--- src/rtl/szg_i2s2_pkg.sv ---
// Shared constants for the SZG I2S2 Pmod PHYs (transmit and receive).
// Frame timing: one frame = 512 clk = 64 slots of 8 clk; slot k = cnt[8:3],
// k[5] selects the channel (0 left, 1 right), k[4:0] is the bit position.
package szg_i2s2_pkg;

  localparam int unsigned SAMPLE_W = 24;
  localparam int unsigned SLOT_W   = 32;
  localparam int unsigned CNT_W    = 9;

  // Divider taps on the free-running counter
  localparam int unsigned MCLK_BIT = 0;  // clk/2   = 256 Fs
  localparam int unsigned SCLK_BIT = 2;  // clk/8   =  64 Fs
  localparam int unsigned LRCK_BIT = 8;  // clk/512 =   1 Fs
  localparam int unsigned SLOT_LSB = 3;  // cnt[CNT_W-1:SLOT_LSB] is the slot index

  // Holding-register state encoding
  localparam logic [0:0] HOLD_EMPTY = 1'b0;
  localparam logic [0:0] HOLD_FULL  = 1'b1;

  // I2S bit for position p within a 32-bit slot group: MSB at p=1, LSB at
  // p=24, zero at p=0 (one-bit delay after lrck edge) and the 8 pad bits.
  function automatic logic slot_bit(input logic [SAMPLE_W-1:0] word,
                                    input logic [4:0]          p);
    logic [4:0] idx;
    idx = 5'(SAMPLE_W) - p;
    if (p >= 5'd1 && p <= 5'(SAMPLE_W)) return word[idx];
    return 1'b0;
  endfunction

endpackage

--- src/rtl/szg_i2s2_clkgen.sv ---
// Frame counter and DAC clock generator.
//   clk, reset_n      : system clock (512 Fs), async active-low reset
//   cnt_next          : counter value that cnt takes on the next clk edge
//   tx_mclk/sclk/lrck : registered divider outputs, glitch-free
module szg_i2s2_clkgen
  import szg_i2s2_pkg::*;
(
  input  logic             clk,
  input  logic             reset_n,
  output logic [CNT_W-1:0] cnt_next,
  output logic             tx_mclk,
  output logic             tx_sclk,
  output logic             tx_lrck
);

  logic [CNT_W-1:0] cnt_q, cnt_d;
  logic mclk_q, mclk_d;
  logic sclk_q, sclk_d;
  logic lrck_q, lrck_d;

  // Clock flops take the next counter value so they stay aligned with cnt_q.
  always_comb begin
    cnt_d  = cnt_q + 1'b1;
    mclk_d = cnt_d[MCLK_BIT];
    sclk_d = cnt_d[SCLK_BIT];
    lrck_d = cnt_d[LRCK_BIT];
  end

  always_ff @(posedge clk or negedge reset_n) begin
    if (!reset_n) begin
      cnt_q  <= '0;
      mclk_q <= 1'b0;
      sclk_q <= 1'b0;
      lrck_q <= 1'b0;
    end else begin
      cnt_q  <= cnt_d;
      mclk_q <= mclk_d;
      sclk_q <= sclk_d;
      lrck_q <= lrck_d;
    end
  end

  assign cnt_next = cnt_d;
  assign tx_mclk  = mclk_q;
  assign tx_sclk  = sclk_q;
  assign tx_lrck  = lrck_q;

endmodule

--- src/rtl/szg_i2s2_pmod_tx.sv ---
// I2S transmit PHY for the SZG I2S2 Pmod DAC.
//   clk, reset_n          : 512 Fs system clock, async active-low reset
//   s_valid/s_ready       : stereo sample handshake (one-deep holding register)
//   l_data, r_data        : 24-bit two's-complement samples, sent verbatim
//   mute                  : sampled at frame load, forces an all-zero frame
//   tx_mclk/lrck/sclk/sdout : DAC pins
//   underrun              : one-clk pulse when a frame loads with nothing held
module szg_i2s2_pmod_tx
  import szg_i2s2_pkg::*;
#(
  parameter int unsigned MUTE_ON_UNDERRUN = 1
) (
  input  logic                clk,
  input  logic                reset_n,
  input  logic                s_valid,
  output logic                s_ready,
  input  logic [SAMPLE_W-1:0] l_data,
  input  logic [SAMPLE_W-1:0] r_data,
  input  logic                mute,
  output logic                tx_mclk,
  output logic                tx_lrck,
  output logic                tx_sclk,
  output logic                tx_sdout,
  output logic                underrun
);

  logic [CNT_W-1:0] cnt_next;

  szg_i2s2_clkgen u_clkgen (
    .clk      (clk),
    .reset_n  (reset_n),
    .cnt_next (cnt_next),
    .tx_mclk  (tx_mclk),
    .tx_sclk  (tx_sclk),
    .tx_lrck  (tx_lrck)
  );

  logic [0:0]          hold_state_q, hold_state_d;
  logic [SAMPLE_W-1:0] hold_l_q, hold_l_d, hold_r_q, hold_r_d;
  logic [SAMPLE_W-1:0] frame_l_q, frame_l_d, frame_r_q, frame_r_d;
  logic                sdout_q, sdout_d;
  logic                underrun_q, underrun_d;

  logic                       frame_load, sclk_fall, accept;
  logic [CNT_W-SLOT_LSB-1:0]  slot;

  assign frame_load = (cnt_next == '0);
  assign sclk_fall  = (cnt_next[SLOT_LSB-1:0] == '0);
  assign slot       = cnt_next[CNT_W-1:SLOT_LSB];
  assign s_ready    = (hold_state_q == HOLD_EMPTY);
  assign accept     = s_valid && s_ready;

  always_comb begin
    hold_state_d = hold_state_q;
    hold_l_d     = hold_l_q;
    hold_r_d     = hold_r_q;
    frame_l_d    = frame_l_q;
    frame_r_d    = frame_r_q;
    sdout_d      = sdout_q;
    underrun_d   = 1'b0;

    if (frame_load) begin
      if (hold_state_q == HOLD_FULL) begin
        frame_l_d    = hold_l_q;
        frame_r_d    = hold_r_q;
        hold_state_d = HOLD_EMPTY;
      end else begin
        underrun_d = 1'b1;
        if (MUTE_ON_UNDERRUN != 0) begin
          frame_l_d = '0;
          frame_r_d = '0;
        end
      end
      if (mute) begin
        frame_l_d = '0;
        frame_r_d = '0;
      end
    end

    // s_ready is low while FULL, so an accept never collides with a drain.
    if (accept) begin
      hold_l_d     = l_data;
      hold_r_d     = r_data;
      hold_state_d = HOLD_FULL;
    end

    // Slot 0 always carries a zero bit, so the frame registers reloading on
    // the same edge never affect the bit launched there.
    if (sclk_fall) begin
      sdout_d = slot_bit(slot[CNT_W-SLOT_LSB-1] ? frame_r_q : frame_l_q,
                         slot[4:0]);
    end
  end

  always_ff @(posedge clk or negedge reset_n) begin
    if (!reset_n) begin
      hold_state_q <= HOLD_EMPTY;
      hold_l_q     <= '0;
      hold_r_q     <= '0;
      frame_l_q    <= '0;
      frame_r_q    <= '0;
      sdout_q      <= 1'b0;
      underrun_q   <= 1'b0;
    end else begin
      hold_state_q <= hold_state_d;
      hold_l_q     <= hold_l_d;
      hold_r_q     <= hold_r_d;
      frame_l_q    <= frame_l_d;
      frame_r_q    <= frame_r_d;
      sdout_q      <= sdout_d;
      underrun_q   <= underrun_d;
    end
  end

  assign tx_sdout = sdout_q;
  assign underrun = underrun_q;

endmodule

--- config.mk ---
export PLATFORM = sky130hd
export DESIGN_NAME = szg_i2s2_pmod_tx
export DESIGN_NICKNAME = d
export VERILOG_FILES = /design/src/rtl/szg_i2s2_pkg.sv /design/src/rtl/szg_i2s2_clkgen.sv /design/src/rtl/szg_i2s2_pmod_tx.sv
export SDC_FILE = /design/constraint.sdc
export NUM_CORES = 1
export LEC_CHECK = 0
export CORE_MARGIN = 3
export CORE_UTILIZATION = 28
export DETAILED_ROUTE_END_ITERATION = 10
export PLACE_DENSITY = 0.56
export SETUP_SLACK_MARGIN = 0.3
export SLEW_MARGIN = 20
export SYNTH_ARGS = -nofsm -noshare
export SYNTH_HDL_FRONTEND = slang
export SYNTH_SLANG_ARGS = --single-unit
--- constraint.sdc ---
create_clock -name clk -period 4.7 [get_ports clk]
set_input_delay 0.94 -clock clk [delete_from_list [all_inputs] [get_ports clk]]
set_output_delay 0.94 -clock clk [all_outputs]
set_load 0.02 [all_outputs]
---- Yosys cells after proc, flatten, opt, wreduce, memory -nomap -nowiden ----
Index checks and enable logic that the tools add are counted.
W data, S select, Z words.
operators by class
  bitwise operators ....................... 1
  add/sub/neg operators ................... 2
  mux-type cells .......................... 15
  reductions and logical operators ........ 5
  order comparisons ....................... 3
operators by type and width
  kind                   count
  $mux W24               5
  $add A9 B1 Y9 const B  1
  $logic_not A9 Y1       1
  $mux W1                9
  $lt A5 B6 Y1 const B   1
  $bmux W1 S5            1
  $ge A5 B1 Y1 const B   1
  $le A5 B5 Y1 const B   1
  $sub A5 B5 Y5 const A  1
  $logic_not A3 Y1       1
  $logic_and A1 B1 Y1    2
  $reduce_bool A2 Y1     1
  $not A1 Y1             1
storage, ports and cells
  register bits after elaboration ......... 111
  bits of input ports ..................... 52
  word-level logic and storage cells ...... 37
  output and inout port bits .............. 6

---- Depth between registers and ports, before layout ----
Gate-level depths: netlist of the first run.
  word-level depth ........................ 6
  mapped depth ............................ 12
  gate-level depth less buffers ........... 11

---- Cells and area by module ----
A second synthesis of the first run with hierarchy kept.
second synthesis, totals
  cells, all modules ...................... 400
  area, all modules ....................... 4,638.2 µm²
modules (own cells, without submodules)
  module            area an instance (µm²)  cells each  instances
  szg_i2s2_pmod_tx  4,280.4                 372         1
  szg_i2s2_clkgen   357.8                   28          1

---- Worst setup path after synthesis of the first run ----
OpenSTA, ideal clock, no wires.
  kind .................................... reg-to-reg
  from .................................... register u_clkgen.cnt_q[0]
  to ...................................... register sdout_q (netlist: tx_sdout)
  period minus slack after synthesis ...... 2.945 ns
  data required time ...................... 4.580 ns
  buffers on the path ..................... 0
  path slack .............................. 1.755 ns
  data arrival time ....................... 2.825 ns
  stages on the path, launching flop included .. 12
  library setup time ...................... 0.120 ns
  cells stage by stage .................... dfrtp_1 > ha_1 > nand3_1 > xnor2_1 > inv_1 > ha_1 > inv_1 > mux4_2 > mux2_2 > a21oi_1 > o31ai_1 > a31o_1
on the way
  cells in the longest elaborated chain, start to end .. 6
  elaborated cells between the ends (all ways) .. 13
  those cells by class .................... 2 x add/sub; 2 x order compare; 7 x mux; 2 x reduce/logical
RTL lines
  element                                                    line                                        RTL
  start: declaration                                         szg_i2s2_clkgen.sv:16                       logic [CNT_W-1:0] cnt_q, cnt_d;
  start signal: assignment                                   szg_i2s2_clkgen.sv:36                       cnt_q <= cnt_d;
  $add A9 B1 Y9 (*)                                          szg_i2s2_clkgen.sv:23                       cnt_d = cnt_q + 1'b1;
  via cnt_next[4]                                            szg_i2s2_pmod_tx.sv:27                      logic [CNT_W-1:0] cnt_next;
  $sub A5 B5 Y5 (tied with other cells)                      szg_i2s2_pkg.sv:25                          idx = 5'(SAMPLE_W) - p;
  $bmux W1 S5 / $logic_and A1 B1 Y1 (equally long branches)  szg_i2s2_pkg.sv:26                          if (p >= 5'd1 && p <= 5'(SAMPLE_W)) return word[idx];
  $mux W1 (not written as such)                              szg_i2s2_pkg.sv:26
  $mux W1, on equally long branches                          szg_i2s2_pkg.sv:26, szg_i2s2_pmod_tx.sv:89
  $mux W1 (*)                                                szg_i2s2_pkg.sv:27                          return 1'b0;
  end signal: assignment                                     szg_i2s2_pmod_tx.sv:110                     sdout_q <= sdout_d;
  end: declaration                                           szg_i2s2_pmod_tx.sv:41                      logic sdout_q, sdout_d;
The timed path passes the listed nets; every way through them passes the cells marked *. The select of a mux whose other input is x is not followed.
A chain may end at the register's enable or synchronous reset.

---- Worst setup path after layout of the first run ----
  from .................................... register u_clkgen.cnt_q[0]
  to ...................................... register frame_l_q[18]
on the way
  cells in the longest elaborated chain, start to end .. 2
RTL lines
  element                 line                     RTL
  $add A9 B1 Y9           szg_i2s2_clkgen.sv:23
  via cnt_next[8]         szg_i2s2_pmod_tx.sv:27
  $logic_not A9 Y1        szg_i2s2_pmod_tx.sv:47   assign frame_load = (cnt_next == '0);
  end signal: assignment  szg_i2s2_pmod_tx.sv:108  frame_l_q <= frame_l_d;
  end: declaration        szg_i2s2_pmod_tx.sv:40   logic [SAMPLE_W-1:0] frame_l_q, frame_l_d, frame_r_q, frame_r_d;
The timed path passes the listed nets, and every way through them passes these cells.

==> results.sh, run 1 <==
export IMPL_grt_first_pass_wirelength_mm=16.2
export IMPL_setup_tns_final_ps=0
export IMPL_dp_cells=662
export IMPL_cts_repair_resize_count=0
export IMPL_worst_r2r_path_depth=10
export IMPL_critical_path_endpoint_type="flop"
export IMPL_synth_area_sq_um=4690
export IMPL_clkTransAtPathRegs_ps=70
export IMPL_antenna_cells_inserted=0
export IMPL_core_area_sq_um=16100
export IMPL_instances_no_fill=678
export IMPL_class_of_the_worst_hold_path="reg -> reg"
export IMPL_globalRouteOverflowTotal=0
export IMPL_cts_buffers=9
export IMPL_ys_types=36
export IMPL_maxSlewViolCount=0
export IMPL_worst_pin_slew_ps=998
export IMPL_syn_nets=463
export IMPL_utilization_pct=35.8
export IMPL_cts_root_buf="sky130_fd_sc_hd__clkbuf_16"
export IMPL_cts_htree_levels=3
export IMPL_global_route_usage_total_pct=11.3
export IMPL_hpwlAfterDp_mm=6.91
export IMPL_cts_setup_buffers=0
export IMPL_number_of_global_route_vias_before_repair=3121
export IMPL_total_length_of_routed_wires_mm=9.68
export IMPL_io_buffer_count=57
export IMPL_fin_hold_ws_ps=483
export IMPL_first_iter_violations=169
export IMPL_fp_row_count=46
export IMPL_kind_of_critical_path="reg -> reg"
export IMPL_outcome="complete, no violations"
export IMPL_post_route_period_util_pct=70.6
export IMPL_post_route_drc_count=0
export IMPL_syn_inst=407
export IMPL_finalInstanceArea_sq_um=5760
export IMPL_synthToLayoutAreaGrowth_pct=23.0
export IMPL_synth_warnings=0
export IMPL_detailed_place_area_sq_um=5460
export IMPL_post_route_cells_drive_above_1_share_pct=19.0
export IMPL_ctsHoldBuffers=0
export IMPL_async_set_reset_flop_share_out_of_synthesis_pct=100
export IMPL_synth_edff_count=0
export IMPL_syn_area_per_cell_sq_um=11.5
export IMPL_final_critical_path_setup_slack_ps=1380
export IMPL_grt_max_degree=65
export IMPL_place_congestion=0.805
export IMPL_synth_ff_type="sky130_fd_sc_hd__dfrtp_1"
export IMPL_timing_clock_skew_ps=7.15
export IMPL_max_clock_path_buffers=2
export IMPL_initial_utilization_pct=29.1
export IMPL_hold_path_cell_count=2
export IMPL_finalPower_mw=2.23
export IMPL_cp_required_ps=4910
export IMPL_peakVddDrop_mv=0.182
export IMPL_synth_seq_cells=108
export IMPL_die_w_microns=135
export IMPL_routed_via_density=4.46
export IMPL_drtPass1Iterations=4
export IMPL_yosysSeqAreaShare_pct=57.6
export IMPL_cts_tree="done"
export IMPL_timing_final_setup_violations=0
export IMPL_timing_final_hold_violations=0
export IMPL_average_wire_length_per_cell_after_detail_routing_microns=14.3
export IMPL_place_ws_ps=1370
export IMPL_die_height_microns=135
export IMPL_finalNetCount=513
export IMPL_timing_critical_path_arrival_ps=3530
export IMPL_max_freq_mhz=301
export IMPL_antenna_violations_before_repair=0
export IMPL_routed_via_count=3021
export IMPL_clock_latency_at_the_later_pin_of_the_worst_skew_pair_ps=350
export IMPL_crit_fanout=52
export IMPL_num_io_pins=58
export IMPL_setup_repair_after_global_routing_missed_its_margin="false"
export IMPL_postRouteAntennaNets=0
export IMPL_timing_slew_headroom_pct=33.3
export IMPL_p_leak_nw=2.48
export IMPL_power_per_cell_area_nw_per_um2=387
export IMPL_timing_critical_path_from_type="flop"
export IMPL_cts_num_sinks=108
export IMPL_post_route_min_period_ps=3320
export IMPL_dieArea_sq_um=18300
export IMPL_maxCapViolations=0
[worst paths after layout]
check                                             from                         to  slack, ps
max                        u_clkgen.cnt_q[0]$_DFF_PN0_  frame_l_q[18]$_DFFE_PN0N_       1380
min reg2reg                   frame_r_q[2]$_DFFE_PN0N_   frame_r_q[2]$_DFFE_PN0N_        480
max in group asynchronous                      reset_n   hold_state_q$_DFFE_PN0P_       2940
max reg2reg                u_clkgen.cnt_q[0]$_DFF_PN0_  frame_l_q[18]$_DFFE_PN0N_       1380
min                           frame_r_q[2]$_DFFE_PN0N_   frame_r_q[2]$_DFFE_PN0N_        480
min in group asynchronous                      reset_n   hold_r_q[19]$_DFFE_PN0P_        680
[placed cells by master (no fill, tap or decap), drive strengths merged, types with 2 or more instances in the layout]
| cell | instances |
|---|---|
| buf | 6 |
| clkdlybuf4s50 | 56 |
| xnor2 | 7 |
| a21oi | 4 |
| mux4 | 9 |
| nand2 | 99 |
| o21ai | 48 |
| xor2 | 3 |
| nand3 | 4 |
| a211oi | 6 |
| ha | 4 |
| nor2b | 6 |
| clkinv | 2 |
| dfrtp | 108 |
| clkbuf | 12 |
| nor2 | 9 |
| mux2 | 49 |
| mux2i | 4 |
| inv | 11 |
[synthesized netlist by cell type, types with 5 or more instances]
| library cell | count | area, sq um |
|---|---|---|
| sky130_fd_sc_hd__mux4_2 | 9 | 203 |
| sky130_fd_sc_hd__dfrtp_1 | 108 | 2700 |
| sky130_fd_sc_hd__a211oi_1 | 6 | 45.0 |
| sky130_fd_sc_hd__o21ai_1 | 20 | 100 |
| sky130_fd_sc_hd__clkbuf_1 | 11 | 41.3 |
| sky130_fd_sc_hd__nor2_1 | 9 | 33.8 |
| sky130_fd_sc_hd__nor2b_1 | 6 | 37.5 |
| sky130_fd_sc_hd__buf_2 | 8 | 40.0 |
| sky130_fd_sc_hd__o21ai_0 | 28 | 140 |
| sky130_fd_sc_hd__xnor2_1 | 5 | 43.8 |
| sky130_fd_sc_hd__mux2_2 | 49 | 552 |
| sky130_fd_sc_hd__nand2_1 | 99 | 372 |
| sky130_fd_sc_hd__inv_1 | 10 | 37.5 |
[logic make-up after synthesis]
group / synth area share, %
fa+ha+maj: 1.07
flops: 57.6
buf+inv: 3.42
simple gates: 10.9
compound gates: 7.69
xor+xnor: 2.35
mux: 16.9
[worst max-delay path: stages, from the launching register on]
cell and delay (ps):
sky130_fd_sc_hd__dfrtp_1 430, sky130_fd_sc_hd__ha_1 210, sky130_fd_sc_hd__nand3_1 160, sky130_fd_sc_hd__nor3_2 250
sky130_fd_sc_hd__xnor2_2 130, sky130_fd_sc_hd__buf_4 240, sky130_fd_sc_hd__inv_1 70, sky130_fd_sc_hd__or4b_2 1050
sky130_fd_sc_hd__buf_4 410, sky130_fd_sc_hd__nand2_1 120, sky130_fd_sc_hd__o21ai_0 80
[report_power, final]
group          total [mW]  internal [mW]  switching [mW]
clock network       0.773          0.441           0.332
registers            1.18           1.09          0.0877
logic               0.282          0.177           0.106
total                2.23           1.71           0.526
[registers in the layout (all words and copies together), names as in the netlist]
name and flops:
frame_r_q 24, u_clkgen.cnt_q 9, hold_l_q 24, underrun 1
frame_l_q 24, tx_sdout 1, hold_r_q 24, hold_state_q 1
[per-layer routing]
metal | share of wire, % | up-vias | track usage [%]
li1 | - | 1481 | -
met1 | 48 | 1486 | 15.5
met2 | 47 | 45 | 17.3
met3 | 3.3 | 9 | 3.38
met4 | 1.5 | 0 | 3.36
met5 | 0 | - | 0
[cell type report]
type | count | area, sq um
repair buffers | 62 | 606
fillers | 1621 | 10400
clock buffers | 12 | 256
clock inverters | 4 | 47.5
multi-input cells | 265 | 1840
inverters | 11 | 41.3
well taps | 216 | 270
flip-flops and latches | 108 | 2700
No activity file was read; power rests on OpenSTA's default activity.
==> inputs of run 2 (changes only) <==
- PLACE_DENSITY: 0.56 -> 0.58
- clock period: 4.7 -> 2.7 ns (I/O delays scaled with it)
==> run 2 against run 1 <==
Flip-flop and latch count is the same. Die area stayed put. Sequential power grew 75%. Clock power up 69%. Register-to-register slack worse by 1200 ps.
==> results.sh, run 2 (same netlist as run 1, synthesis figures left out) <==
export IMPL_cts_num_sinks=108
export IMPL_clock_latency_at_the_later_pin_of_the_worst_skew_pair_ps=350
export IMPL_post_route_min_period_ps=2500
export IMPL_post_route_drc_count=0
export IMPL_utilization_pct=37.6
export IMPL_worst_pin_slew_ps=449
export IMPL_io_buffer_count=57
export IMPL_postRouteAntennaNets=0
export IMPL_clkTransAtPathRegs_ps=70
export IMPL_place_ws_ps=72.3
export IMPL_timing_critical_path_from_type="flop"
export IMPL_layout_cells_most_common_list="sky130_fd_sc_hd__dfrtp_1 (105), sky130_fd_sc_hd__nand2_1 (99), sky130_fd_sc_hd__clkdlybuf4s50_1 (56)"
export IMPL_timing_final_hold_violations=0
export IMPL_grt_max_degree=74
export IMPL_setup_tns_final_ps=0
export IMPL_core_area_sq_um=16100
export IMPL_cts_buffers=9
export IMPL_cp_required_ps=2940
export IMPL_ctsHoldBuffers=0
export IMPL_die_height_microns=135
export IMPL_cts_htree_levels=3
export IMPL_drtPass1Iterations=4
export IMPL_met3_length_microns=361
export IMPL_timing_slew_headroom_pct=69.9
export IMPL_antenna_cells_inserted=0
export IMPL_n_fill_cell=1580
export IMPL_timing_critical_path_arrival_ps=2740
export IMPL_layout_commonest_cell="sky130_fd_sc_hd__dfrtp_1"
export IMPL_timing_final_setup_violations=0
export IMPL_power_per_cell_area_nw_per_um2=637
export IMPL_total_length_of_routed_wires_mm=10.4
export IMPL_die_w_microns=135
export IMPL_routed_via_count=3137
export IMPL_global_route_usage_total_pct=11.9
export IMPL_setup_repair_after_global_routing_missed_its_margin="true"
export IMPL_drt_met1_wl_mm=4.72
export IMPL_outcome="complete, no violations"
export IMPL_crit_fanout=5
export IMPL_average_wire_length_per_cell_after_detail_routing_microns=15.0
export IMPL_dieArea_sq_um=18300
export IMPL_number_of_global_route_vias_before_repair=3268
export IMPL_fp_row_count=46
export IMPL_initial_utilization_pct=29.1
export IMPL_num_io_pins=58
export IMPL_place_congestion=0.833
export IMPL_route_met2_wl_mm=5.13
export IMPL_finalPower_mw=3.87
export IMPL_timing_clock_skew_ps=10.2
export IMPL_routed_via_density=4.52
export IMPL_p_leak_nw=2.60
export IMPL_cts_tree="done"
export IMPL_hpwlAfterDp_mm=7.27
export IMPL_fin_hold_ws_ps=140
export IMPL_maxCapViolations=0
export IMPL_post_route_cells_drive_above_1_share_pct=25.1
export IMPL_max_freq_mhz=399
export IMPL_synthToLayoutAreaGrowth_pct=29.4
export IMPL_maxSlewViolCount=0
export IMPL_critical_path_endpoint_type="flop"
export IMPL_final_critical_path_setup_slack_ps=196
export IMPL_peakVddDrop_mv=0.315
export IMPL_highest_layer="met4"
export IMPL_globalRouteOverflowTotal=0
export IMPL_max_clock_path_buffers=2
export IMPL_post_route_period_util_pct=92.7
export IMPL_cts_root_buf="sky130_fd_sc_hd__clkbuf_16"
export IMPL_first_iter_violations=136
export IMPL_grt_first_pass_wirelength_mm=17.2
export IMPL_finalNetCount=529
export IMPL_antenna_violations_before_repair=0
export IMPL_kind_of_critical_path="reg -> reg"
export IMPL_class_of_the_worst_hold_path="in -> async"
==> run 2: timing repair <==
item,in CTS,in global routing
resized for setup,4,11
setup endpoints to repair,51,51
gates cloned,0,1
setup buffers,5,3
pin swaps,3,8
==> run 2: per-layer routing <==
layer	track usage (%)	up-vias
li1	-	1521
met1	15.7	1544
met2	19.5	58
met3	2.45	14
met4	4.03	0
met5	0	-
==> run 2: final timing paths <==
| path | start | cells after the start | endpoint | slack (ps) |
|---|---|---|---|---|
| max | u_clkgen.cnt_q[0]$_DFF_PN0_ | 11 | tx_sdout$_DFFE_PN0N_ | 200 |
| min | reset_n | 1 | hold_r_q[21]$_DFFE_PN0P_ | 140 |
| max reg2reg | u_clkgen.cnt_q[0]$_DFF_PN0_ | 11 | tx_sdout$_DFFE_PN0N_ | 200 |
| min reg2reg | frame_r_q[1]$_DFFE_PN0N_ | 2 | frame_r_q[1]$_DFFE_PN0N_ | 480 |
| max in group asynchronous | reset_n | 2 | hold_r_q[12]$_DFFE_PN0P_ | 1890 |
| min in group clk | frame_r_q[1]$_DFFE_PN0N_ | 2 | frame_r_q[1]$_DFFE_PN0N_ | 480 |
==> run 2: cell type report <==
type / instances / area (sq um) / area share (%)
well taps: 216 / 270 / 4.46
repair buffers: 78 / 801 / 13.2
clock buffers: 12 / 246 / 4.06
multi-input cells: 265 / 1940 / 32.1
flip-flops and latches: 108 / 2710 / 44.6
clock inverters: 4 / 48.8 / 0.804
inverters: 11 / 48.8 / 0.804
==> run 2: critical path, stage by stage, from the launching register on <==
cell	delay (ps)
sky130_fd_sc_hd__dfrtp_2	410
sky130_fd_sc_hd__ha_4	150
sky130_fd_sc_hd__nand3_4	110
sky130_fd_sc_hd__xnor2_4	190
sky130_fd_sc_hd__inv_2	70
sky130_fd_sc_hd__ha_4	240
sky130_fd_sc_hd__inv_6	70
sky130_fd_sc_hd__mux4_2	490
sky130_fd_sc_hd__mux2_4	270
sky130_fd_sc_hd__a21oi_2	110
sky130_fd_sc_hd__o31ai_1	80
sky130_fd_sc_hd__a31o_1	200
==> run 2: report_power, final <==
part,internal (mW),switching (mW)
registers,1.90,0.159
clock network,0.744,0.564
logic,0.318,0.184
total,2.96,0.907
==> run 2: through the flow <==
step | std cells | cell area, sq um
final | 694 | 6070
after global routing | 694 | 6070
after CTS | 690 | 5970
after detailed placement | 669 | 5620
after global placement | 669 | 5620
after floorplan | 407 | 4750
